$ cat config.mk
export PLATFORM = sky130hd
export DESIGN_NAME = avm_ps2_fifo_controller
export DESIGN_NICKNAME = d
export VERILOG_FILES = /design/src/rtl/avm_ps2_fifo_controller.sv
export SDC_FILE = /design/constraint.sdc
export NUM_CORES = 1
export LEC_CHECK = 0
export ABC_AREA = 1
export BUFFER_PORTS_ARGS = -buffer_cell sky130_fd_sc_hd__buf_2
export CORE_ASPECT_RATIO = 0.9
export CORE_MARGIN = 2
export CORE_UTILIZATION = 40
export CTS_CLUSTER_SIZE = 12
export DETAILED_ROUTE_END_ITERATION = 10
export GPL_TIMING_DRIVEN = 0
export SLEW_MARGIN = 30
export SYNTH_ARGS = -nofsm -noshare
export SYNTH_HDL_FRONTEND = slang
export SYNTH_SLANG_ARGS = --single-unit
$ cat constraint.sdc
create_clock -name clk -period 5.1 [get_ports clk]
set_clock_uncertainty 0.05 [all_clocks]
set_input_delay 1.02 -clock clk [delete_from_list [all_inputs] [get_ports clk]]
set_output_delay 1.02 -clock clk [all_outputs]
set_load 0.005 [all_outputs]
$ cat src/rtl/avm_ps2_fifo_controller.sv
`default_nettype none
// +--------------------------------------------------------------------------+
// | avm_ps2_fifo_controller                                                  |
// | Avalon-MM PS/2 host: buffered RX FIFO, sticky errors, IRQ threshold,     |
// | optional host-to-device TX path enabled by defining PS2_TX_EN.           |
// | Revision: 1.0                                                            |
// +--------------------------------------------------------------------------+
module avm_ps2_fifo_controller #(
  parameter int SYSCLK     = 50,
  parameter int DEPTH      = 16,
  parameter int TIMEOUT_US = 2000
) (
  input  logic        clk,
  input  logic        rst,
  input  logic [2:0]  avm_address,
  input  logic        avm_select,
  input  logic        avm_read,
  input  logic        avm_write,
  input  logic [31:0] avm_writedata,
  output logic [31:0] avm_readdata,
  input  logic        ps2_data_i,
  output logic        ps2_data_w,
  output logic        ps2_data_o,
  input  logic        ps2_clk_i,
  output logic        ps2_clk_w,
  output logic        ps2_clk_o,
  output logic        ps2_irq
);
  localparam int              c_AW     = $clog2(DEPTH);
  localparam logic [31:0]     c_TO_CYC = 32'(TIMEOUT_US * SYSCLK);
  localparam logic [c_AW:0]   c_FULL   = (c_AW + 1)'(DEPTH);

  logic [1:0] r_clk_sync, r_dat_sync;
  logic       r_clk_prev;
  logic       w_clk, w_dat, w_fall;
  logic       w_rd, w_wr, w_st_wr, w_pop;
  logic       w_tx_busy, w_tx_nack, w_rx_en;
  logic       w_unused;

  always_ff @(posedge clk) begin
    if (rst) begin
      r_clk_sync <= 2'b11;
      r_dat_sync <= 2'b11;
      r_clk_prev <= 1'b1;
    end else begin
      r_clk_sync <= {r_clk_sync[0], ps2_clk_i};
      r_dat_sync <= {r_dat_sync[0], ps2_data_i};
      r_clk_prev <= r_clk_sync[1];
    end
  end

  assign w_clk    = r_clk_sync[1];
  assign w_dat    = r_dat_sync[1];
  assign w_fall   = r_clk_prev & ~w_clk;
  assign w_rd     = avm_select & avm_read;
  assign w_wr     = avm_select & avm_write;
  assign w_st_wr  = w_wr & (avm_address == 3'd1);
  assign w_unused = &{1'b0, avm_writedata[31:8]};

  // RX framing: cnt 0 = hunting for start, 1..9 = shifting D0..D7+parity, 10 = stop
  logic [3:0]  r_rx_cnt;
  logic [8:0]  r_rx_sh;
  logic [31:0] r_rx_tmr;
  logic        w_frame_end, w_good, w_push, w_perr_set;

  always_ff @(posedge clk) begin
    if (rst || !w_rx_en) begin
      r_rx_cnt <= 4'd0;
      r_rx_tmr <= 32'd0;
      r_rx_sh  <= 9'd0;
    end else if (w_fall) begin
      r_rx_tmr <= 32'd0;
      if (r_rx_cnt == 4'd0) begin
        if (!w_dat) r_rx_cnt <= 4'd1;
      end else if (r_rx_cnt == 4'd10) begin
        r_rx_cnt <= 4'd0;
      end else begin
        r_rx_sh  <= {w_dat, r_rx_sh[8:1]};
        r_rx_cnt <= r_rx_cnt + 4'd1;
      end
    end else if (r_rx_cnt != 4'd0) begin
      if (r_rx_tmr == c_TO_CYC - 32'd1) begin
        r_rx_cnt <= 4'd0;
        r_rx_tmr <= 32'd0;
      end else begin
        r_rx_tmr <= r_rx_tmr + 32'd1;
      end
    end
  end

  assign w_frame_end = w_rx_en & w_fall & (r_rx_cnt == 4'd10);
  assign w_good      = w_dat & (^r_rx_sh);
  assign w_push      = w_frame_end & w_good;
  assign w_perr_set  = w_frame_end & ~w_good;

  logic [7:0]      r_mem [DEPTH];
  logic [c_AW-1:0] r_wp, r_rp;
  logic [c_AW:0]   r_count;
  logic            w_full, w_ne, w_do_push, w_ovf_set;
  logic [7:0]      w_cnt8;

  assign w_full    = (r_count == c_FULL);
  assign w_ne      = (r_count != '0);
  assign w_pop     = w_rd & (avm_address == 3'd0) & w_ne;
  assign w_do_push = w_push & (~w_full | w_pop);
  assign w_ovf_set = w_push & w_full & ~w_pop;
  assign w_cnt8    = 8'(r_count);

  always_ff @(posedge clk) begin
    if (w_do_push) r_mem[r_wp] <= r_rx_sh[7:0];
  end

  always_ff @(posedge clk) begin
    if (rst) begin
      r_wp    <= '0;
      r_rp    <= '0;
      r_count <= '0;
    end else begin
      if (w_do_push) r_wp <= r_wp + 1'b1;
      if (w_pop)     r_rp <= r_rp + 1'b1;
      if (w_do_push && !w_pop)      r_count <= r_count + 1'b1;
      else if (w_pop && !w_do_push) r_count <= r_count - 1'b1;
    end
  end

  logic       r_rx_en, r_irq_en, r_perr, r_ovf;
  logic [7:0] r_thresh;
  logic [7:0] w_thr;

  always_ff @(posedge clk) begin
    if (rst) begin
      r_rx_en  <= 1'b1;
      r_irq_en <= 1'b0;
      r_thresh <= 8'd1;
      r_perr   <= 1'b0;
      r_ovf    <= 1'b0;
    end else begin
      if (w_wr && avm_address == 3'd2) begin
        r_rx_en  <= avm_writedata[0];
        r_irq_en <= avm_writedata[1];
      end
      if (w_wr && avm_address == 3'd3) r_thresh <= avm_writedata[7:0];
      if (w_st_wr && avm_writedata[3]) r_perr <= 1'b0;
      if (w_st_wr && avm_writedata[4]) r_ovf  <= 1'b0;
      // A new error in the same cycle as a clear keeps the bit set
      if (w_perr_set) r_perr <= 1'b1;
      if (w_ovf_set)  r_ovf  <= 1'b1;
    end
  end

  assign w_rx_en = r_rx_en & ~w_tx_busy;
  assign w_thr   = (r_thresh == 8'd0) ? 8'd1 : r_thresh;
  assign ps2_irq = r_irq_en & ((w_cnt8 >= w_thr) | r_perr | r_ovf | w_tx_nack);

  logic [31:0] r_rdata;
  logic [31:0] w_status;
  assign w_status = {16'd0, w_cnt8, 2'b00, w_tx_nack, r_ovf, r_perr, w_tx_busy, w_full, w_ne};

  always_ff @(posedge clk) begin
    if (rst) begin
      r_rdata <= 32'd0;
    end else begin
      r_rdata <= 32'd0;
      if (w_rd) begin
        case (avm_address)
          3'd0:    r_rdata <= {23'd0, w_ne, (w_ne ? r_mem[r_rp] : 8'd0)};
          3'd1:    r_rdata <= w_status;
          3'd2:    r_rdata <= {30'd0, r_irq_en, r_rx_en};
          3'd3:    r_rdata <= {24'd0, r_thresh};
          default: r_rdata <= 32'd0;
        endcase
      end
    end
  end

  assign avm_readdata = r_rdata;
  assign ps2_data_o   = 1'b0;
  assign ps2_clk_o    = 1'b0;

`ifdef PS2_TX_EN
  localparam logic [2:0]  c_ST_IDLE    = 3'd0;
  localparam logic [2:0]  c_ST_INHIBIT = 3'd1;
  localparam logic [2:0]  c_ST_REQ     = 3'd2;
  localparam logic [2:0]  c_ST_SHIFT   = 3'd3;
  localparam logic [2:0]  c_ST_ACK     = 3'd4;
  localparam logic [2:0]  c_ST_WAIT_HI = 3'd5;
  localparam logic [31:0] c_INH_CYC    = 32'(100 * SYSCLK);

  logic [2:0]  r_st;
  logic [7:0]  r_tx_byte;
  logic        r_tx_par, r_tx_nack, r_data_w, r_clk_w;
  logic [3:0]  r_tx_bit;
  logic [31:0] r_tx_tmr;
  logic        w_tx_start, w_tx_wait;

  assign w_tx_start = w_wr & (avm_address == 3'd0) & (r_st == c_ST_IDLE);
  assign w_tx_wait  = (r_st == c_ST_REQ) | (r_st == c_ST_SHIFT) | (r_st == c_ST_ACK);

  always_ff @(posedge clk) begin
    if (rst) begin
      r_st      <= c_ST_IDLE;
      r_tx_byte <= 8'd0;
      r_tx_par  <= 1'b0;
      r_tx_nack <= 1'b0;
      r_data_w  <= 1'b0;
      r_clk_w   <= 1'b0;
      r_tx_bit  <= 4'd0;
      r_tx_tmr  <= 32'd0;
    end else begin
      if (w_st_wr && avm_writedata[5]) r_tx_nack <= 1'b0;
      case (r_st)
        c_ST_IDLE: if (w_tx_start) begin
          r_tx_byte <= avm_writedata[7:0];
          r_tx_par  <= ~^avm_writedata[7:0];
          r_tx_tmr  <= 32'd0;
          r_clk_w   <= 1'b1;
          r_st      <= c_ST_INHIBIT;
        end
        c_ST_INHIBIT: if (r_tx_tmr == c_INH_CYC - 32'd1) begin
          r_tx_tmr <= 32'd0;
          r_clk_w  <= 1'b0;
          r_data_w <= 1'b1;
          r_tx_bit <= 4'd0;
          r_st     <= c_ST_REQ;
        end else begin
          r_tx_tmr <= r_tx_tmr + 32'd1;
        end
        // Bit index 0..7 = data, 8 = parity, 9 = stop (line released)
        c_ST_REQ, c_ST_SHIFT: if (w_fall) begin
          r_tx_tmr <= 32'd0;
          if (r_tx_bit == 4'd9) begin
            r_data_w <= 1'b0;
            r_st     <= c_ST_ACK;
          end else begin
            r_data_w <= ~((r_tx_bit == 4'd8) ? r_tx_par : r_tx_byte[r_tx_bit[2:0]]);
            r_tx_bit <= r_tx_bit + 4'd1;
            r_st     <= c_ST_SHIFT;
          end
        end
        c_ST_ACK: if (w_fall) begin
          r_tx_tmr <= 32'd0;
          if (w_dat) r_tx_nack <= 1'b1;
          r_st <= c_ST_WAIT_HI;
        end
        c_ST_WAIT_HI: if (w_clk) r_st <= c_ST_IDLE;
        default: r_st <= c_ST_IDLE;
      endcase
      if (w_tx_wait && !w_fall) begin
        if (r_tx_tmr == c_TO_CYC - 32'd1) begin
          r_tx_nack <= 1'b1;
          r_data_w  <= 1'b0;
          r_clk_w   <= 1'b0;
          r_tx_tmr  <= 32'd0;
          r_st      <= c_ST_IDLE;
        end else begin
          r_tx_tmr <= r_tx_tmr + 32'd1;
        end
      end
    end
  end

  assign w_tx_busy  = (r_st != c_ST_IDLE);
  assign w_tx_nack  = r_tx_nack;
  assign ps2_data_w = r_data_w;
  assign ps2_clk_w  = r_clk_w;
`else
  assign w_tx_busy  = 1'b0;
  assign w_tx_nack  = 1'b0;
  assign ps2_data_w = 1'b0;
  assign ps2_clk_w  = 1'b0;
`endif

endmodule
`default_nettype wire

==> flow_metrics.tcl <==
set metrics [dict create \
    crit_arrival_ns 3.97 \
    setup_viol 0 \
    dp_hpwl_mm 18.4 \
    ir_drop_uv 217 \
    synth_edf_count 128 \
    final-hold-violation-count 0 \
    p_switching_mw 0.757 \
    synth-xor-area-share_pct 1.29 \
    cts_resized 0 \
    rows 55 \
    die_w_microns 172 \
    drt_wl_total_mm 26.3 \
    grt_pass1_wl_mm 41.2 \
    core_area_sq_um 25100 \
    grt_use_total_pct 19.8 \
    die_height_microns 155 \
    antennaDiodeCount 0 \
    start_util_pct 40.6 \
    start_kind "register" \
    grt_pass1_vias 7474 \
    final_layout_size_suffix_gt1_share_pct 11.8 \
    worst-path-max-fanout 20 \
    dieArea_sq_um 26800 \
    io_pins 79 \
    ctsHoldBuffers 0 \
    cts_setup_buffers 0 \
    portBuffers 31 \
    timing.final.max_slew_violations 0 \
    synth-adder-area-share_pct 2.40 \
    fin_crit_sh_pct 70.9 \
    yosysUniqueCellTypes 49 \
    cts-root-buf "clkbuf_16" \
    syn2layout_area_growth_pct 13.6 \
    syn_area_sq_um 10200 \
    overflow 0 \
    cts_tree "yes" \
    fin_cells 1548 \
    clk_latency_ns 0.53 \
    drt_first_pass_iters 6 \
    clk_pin_slew_ns 0.06 \
    comb_power_share_pct 1.9 \
    hold_ws_ns 0.361 \
    cts_made_buffers 24 \
    synthFlopType "edfxtp_1" \
    required_ns 5.45 \
    setup_tns_ns 0 \
    relSlewSlack_pct 31.7 \
    p_int_mw 2.81 \
    h-tree-depth 1 \
    dp.cells 1504 \
    drc 0 \
    rsz0062_at_grt "false" \
    hold_path_class "reg2reg" \
    fin_crit_ns 3.62 \
    status "completed" \
    cts_buffer_depth 3 \
    clock.fmax_mhz 276 \
    syn_area_per_cell_sq_um 9.20 \
    pwr-share-clk_pct 45.8 \
    utilization_pct 46.1 \
    dr.first_iter.drc_count 744 \
    path_class "reg2reg" \
    ys_seq_area_share_pct 55.8 \
    seqPwrFrac_pct 52.3 \
    cap_violations 0 \
    cts_sinks 220 \
    ys_warn_count 0 \
    synthMuxAreaShare_pct 0 \
    wl_per_cell_microns 17.0 \
    nets 1249 \
    powerDensity_nw_per_um2 308 \
    ant_nets 0 \
    postSynthCellCount 1109 \
    viasPerCell 5.17 \
    antenna_found_initial 0 \
    grt_max_degree 21 \
    async_flop_share_pct 0 \
    synthSimpleGateAreaFrac_pct 22.1 \
    vias 7998 \
    place_congestion 0.899 \
    p_leak_nw 4.26 \
    switching_share_pct 21.2 \
    end_kind "register" \
    tightestPinTransition_ns 1.02 \
    synth-compound-area-share_pct 11.5 \
    synth_top_family_by_area "simple AND/OR/NAND/NOR gates" \
    synth-seq-cells 220 \
]
==> area by class of cell <==
| cell class | instances | area [sq um] |
|---|---|---|
| fill | 2419 | 13500 |
| multi-input combinational | 753 | 3890 |
| clock buffer | 34 | 638 |
| sequential | 220 | 5690 |
| timing repair buffer | 31 | 155 |
| inverter | 100 | 379 |
| buffer | 58 | 320 |
| clock inverter | 10 | 85.1 |
| tap | 342 | 428 |
==> path summary, 6_finish.rpt <==
check | slack, ns | from | depth (start not counted) | to
max | 1.48 | r_rx_sh[4]$_SDFFE_PP0P_ | 20 | r_count[4]$_SDFFE_PP0P_
min | 0.36 | r_dat_sync[0]$_SDFF_PP1_ | 1 | r_dat_sync[1]$_SDFF_PP1_
max reg2reg | 1.48 | r_rx_sh[4]$_SDFFE_PP0P_ | 20 | r_count[4]$_SDFFE_PP0P_
min reg2reg | 0.36 | r_dat_sync[0]$_SDFF_PP1_ | 1 | r_dat_sync[1]$_SDFF_PP1_
==> per-layer routing <==
metal | up-vias | track usage (%) | wire length, microns
met3 | 50 | 3.51 | 1760
li1 | 3923 | - | -
met1 | 3771 | 28.5 | 12300
met2 | 254 | 30.7 | 11600
met5 | - | 0 | 0
met4 | 0 | 5.60 | 686
==> cells in the final DEF, fill, tap and decap left out, types with 6 or more instances in the layout <==
master,instances
a21oi_1,64
buf_2,43
buf_4,23
clkbuf_1,32
clkbuf_16,24
clkinv_1,6
conb_1,23
dfxtp_1,92
edfxtp_1,128
ha_1,18
inv_1,91
nand2_1,165
nand2_4,7
nand3_1,59
nand4_1,20
nor2_1,166
nor3_1,22
nor4_1,7
o211ai_1,18
o21ai_0,98
o221ai_1,7
o22ai_1,9
xnor2_1,6
xor2_1,9
==> sequential cells by signal, indices dropped and copies added, names as in the netlist, 2 cells and up, named ones only <==
| register | count |
|---|---|
| r_rx_sh | 9 |
| r_wp | 4 |
| r_rx_tmr | 32 |
| r_count | 5 |
| r_rp | 4 |
| r_clk_sync | 2 |
| r_thresh | 8 |
| r_rx_cnt | 4 |
| r_dat_sync | 2 |
| r_mem | 128 |
| avm_readdata | 13 |
==> critical path: stages (launching register included) <==
cell	delay [ns]
dfxtp_1	0.87
inv_1	0.19
nand2_1	0.10
nand2_1	0.06
nand2_1	0.09
nand2_1	0.10
inv_1	0.07
nand3_1	0.07
nand2_1	0.10
nand4_4	0.15
inv_4	0.18
ha_1	0.24
inv_1	0.10
ha_1	0.34
nand2_1	0.08
nor2_1	0.04
a211oi_1	0.21
o21ai_0	0.11
a21oi_1	0.17
nand2_1	0.07
nor3b_1	0.13
==> per-stage QoR <==
stage / power, mW / setup WS (ns) / instance area, sq um
2_1_floorplan: 1.95 / 1.78 / 10300
6_report: 3.57 / 1.48 / 11600
3_5_place_dp: 1.97 / 1.25 / 10900
5_1_grt: 3.66 / 1.13 / 11600
4_1_cts: 3.59 / 1.43 / 11600
3_3_place_gp: 1.97 / 1.30 / 10900
==> logic make-up (layout without fill, tap and decap cells) <==
logic type                 count (synthesis)  after routing
AOI/OAI and AO/OA                        213            213
xor gates and xnor gates                  15             15
DFF                                      220            220
adders and majority gates                 19             19
other                                      1             23
and+or+nand+nor                          483            483
buffers and inverters                    158            233
==> Yosys cell counts, types with 4 or more instances <==
master | n | area, sq um
o211ai_1 | 18 | 135
o21ai_1 | 5 | 25.0
xor2_1 | 9 | 78.8
xnor2_1 | 6 | 52.6
or2_2 | 5 | 31.3
inv_1 | 91 | 342
nand2_4 | 7 | 78.8
nand2_1 | 165 | 619
nor3_4 | 5 | 81.3
buf_2 | 12 | 60.1
nor3_1 | 22 | 110
nor2_4 | 5 | 56.3
nand3_1 | 59 | 295
nor4_1 | 7 | 43.8
nor3b_1 | 4 | 30.0
ha_1 | 18 | 225
edfxtp_1 | 128 | 3840
clkbuf_1 | 22 | 82.6
nor2_2 | 4 | 25.0
nand4_1 | 20 | 125
nor2_1 | 166 | 623
o21ai_0 | 98 | 490
buf_4 | 23 | 173
dfxtp_1 | 92 | 1840
o22ai_1 | 9 | 56.3
inv_2 | 5 | 18.8
a21oi_1 | 64 | 320
o221ai_1 | 7 | 61.3
==> power by group through the flow <==
stage	Combinational, mW	Sequential (mW)	Clock (mW)
global route	0.0769	1.87	1.72
finish	0.0676	1.87	1.64
CTS	0.0672	1.87	1.65
floorplan	0.0456	1.90	0
detailed placement	0.0668	1.90	0
global placement	0.0667	1.90	0
(Power assumes the default switching activity.)
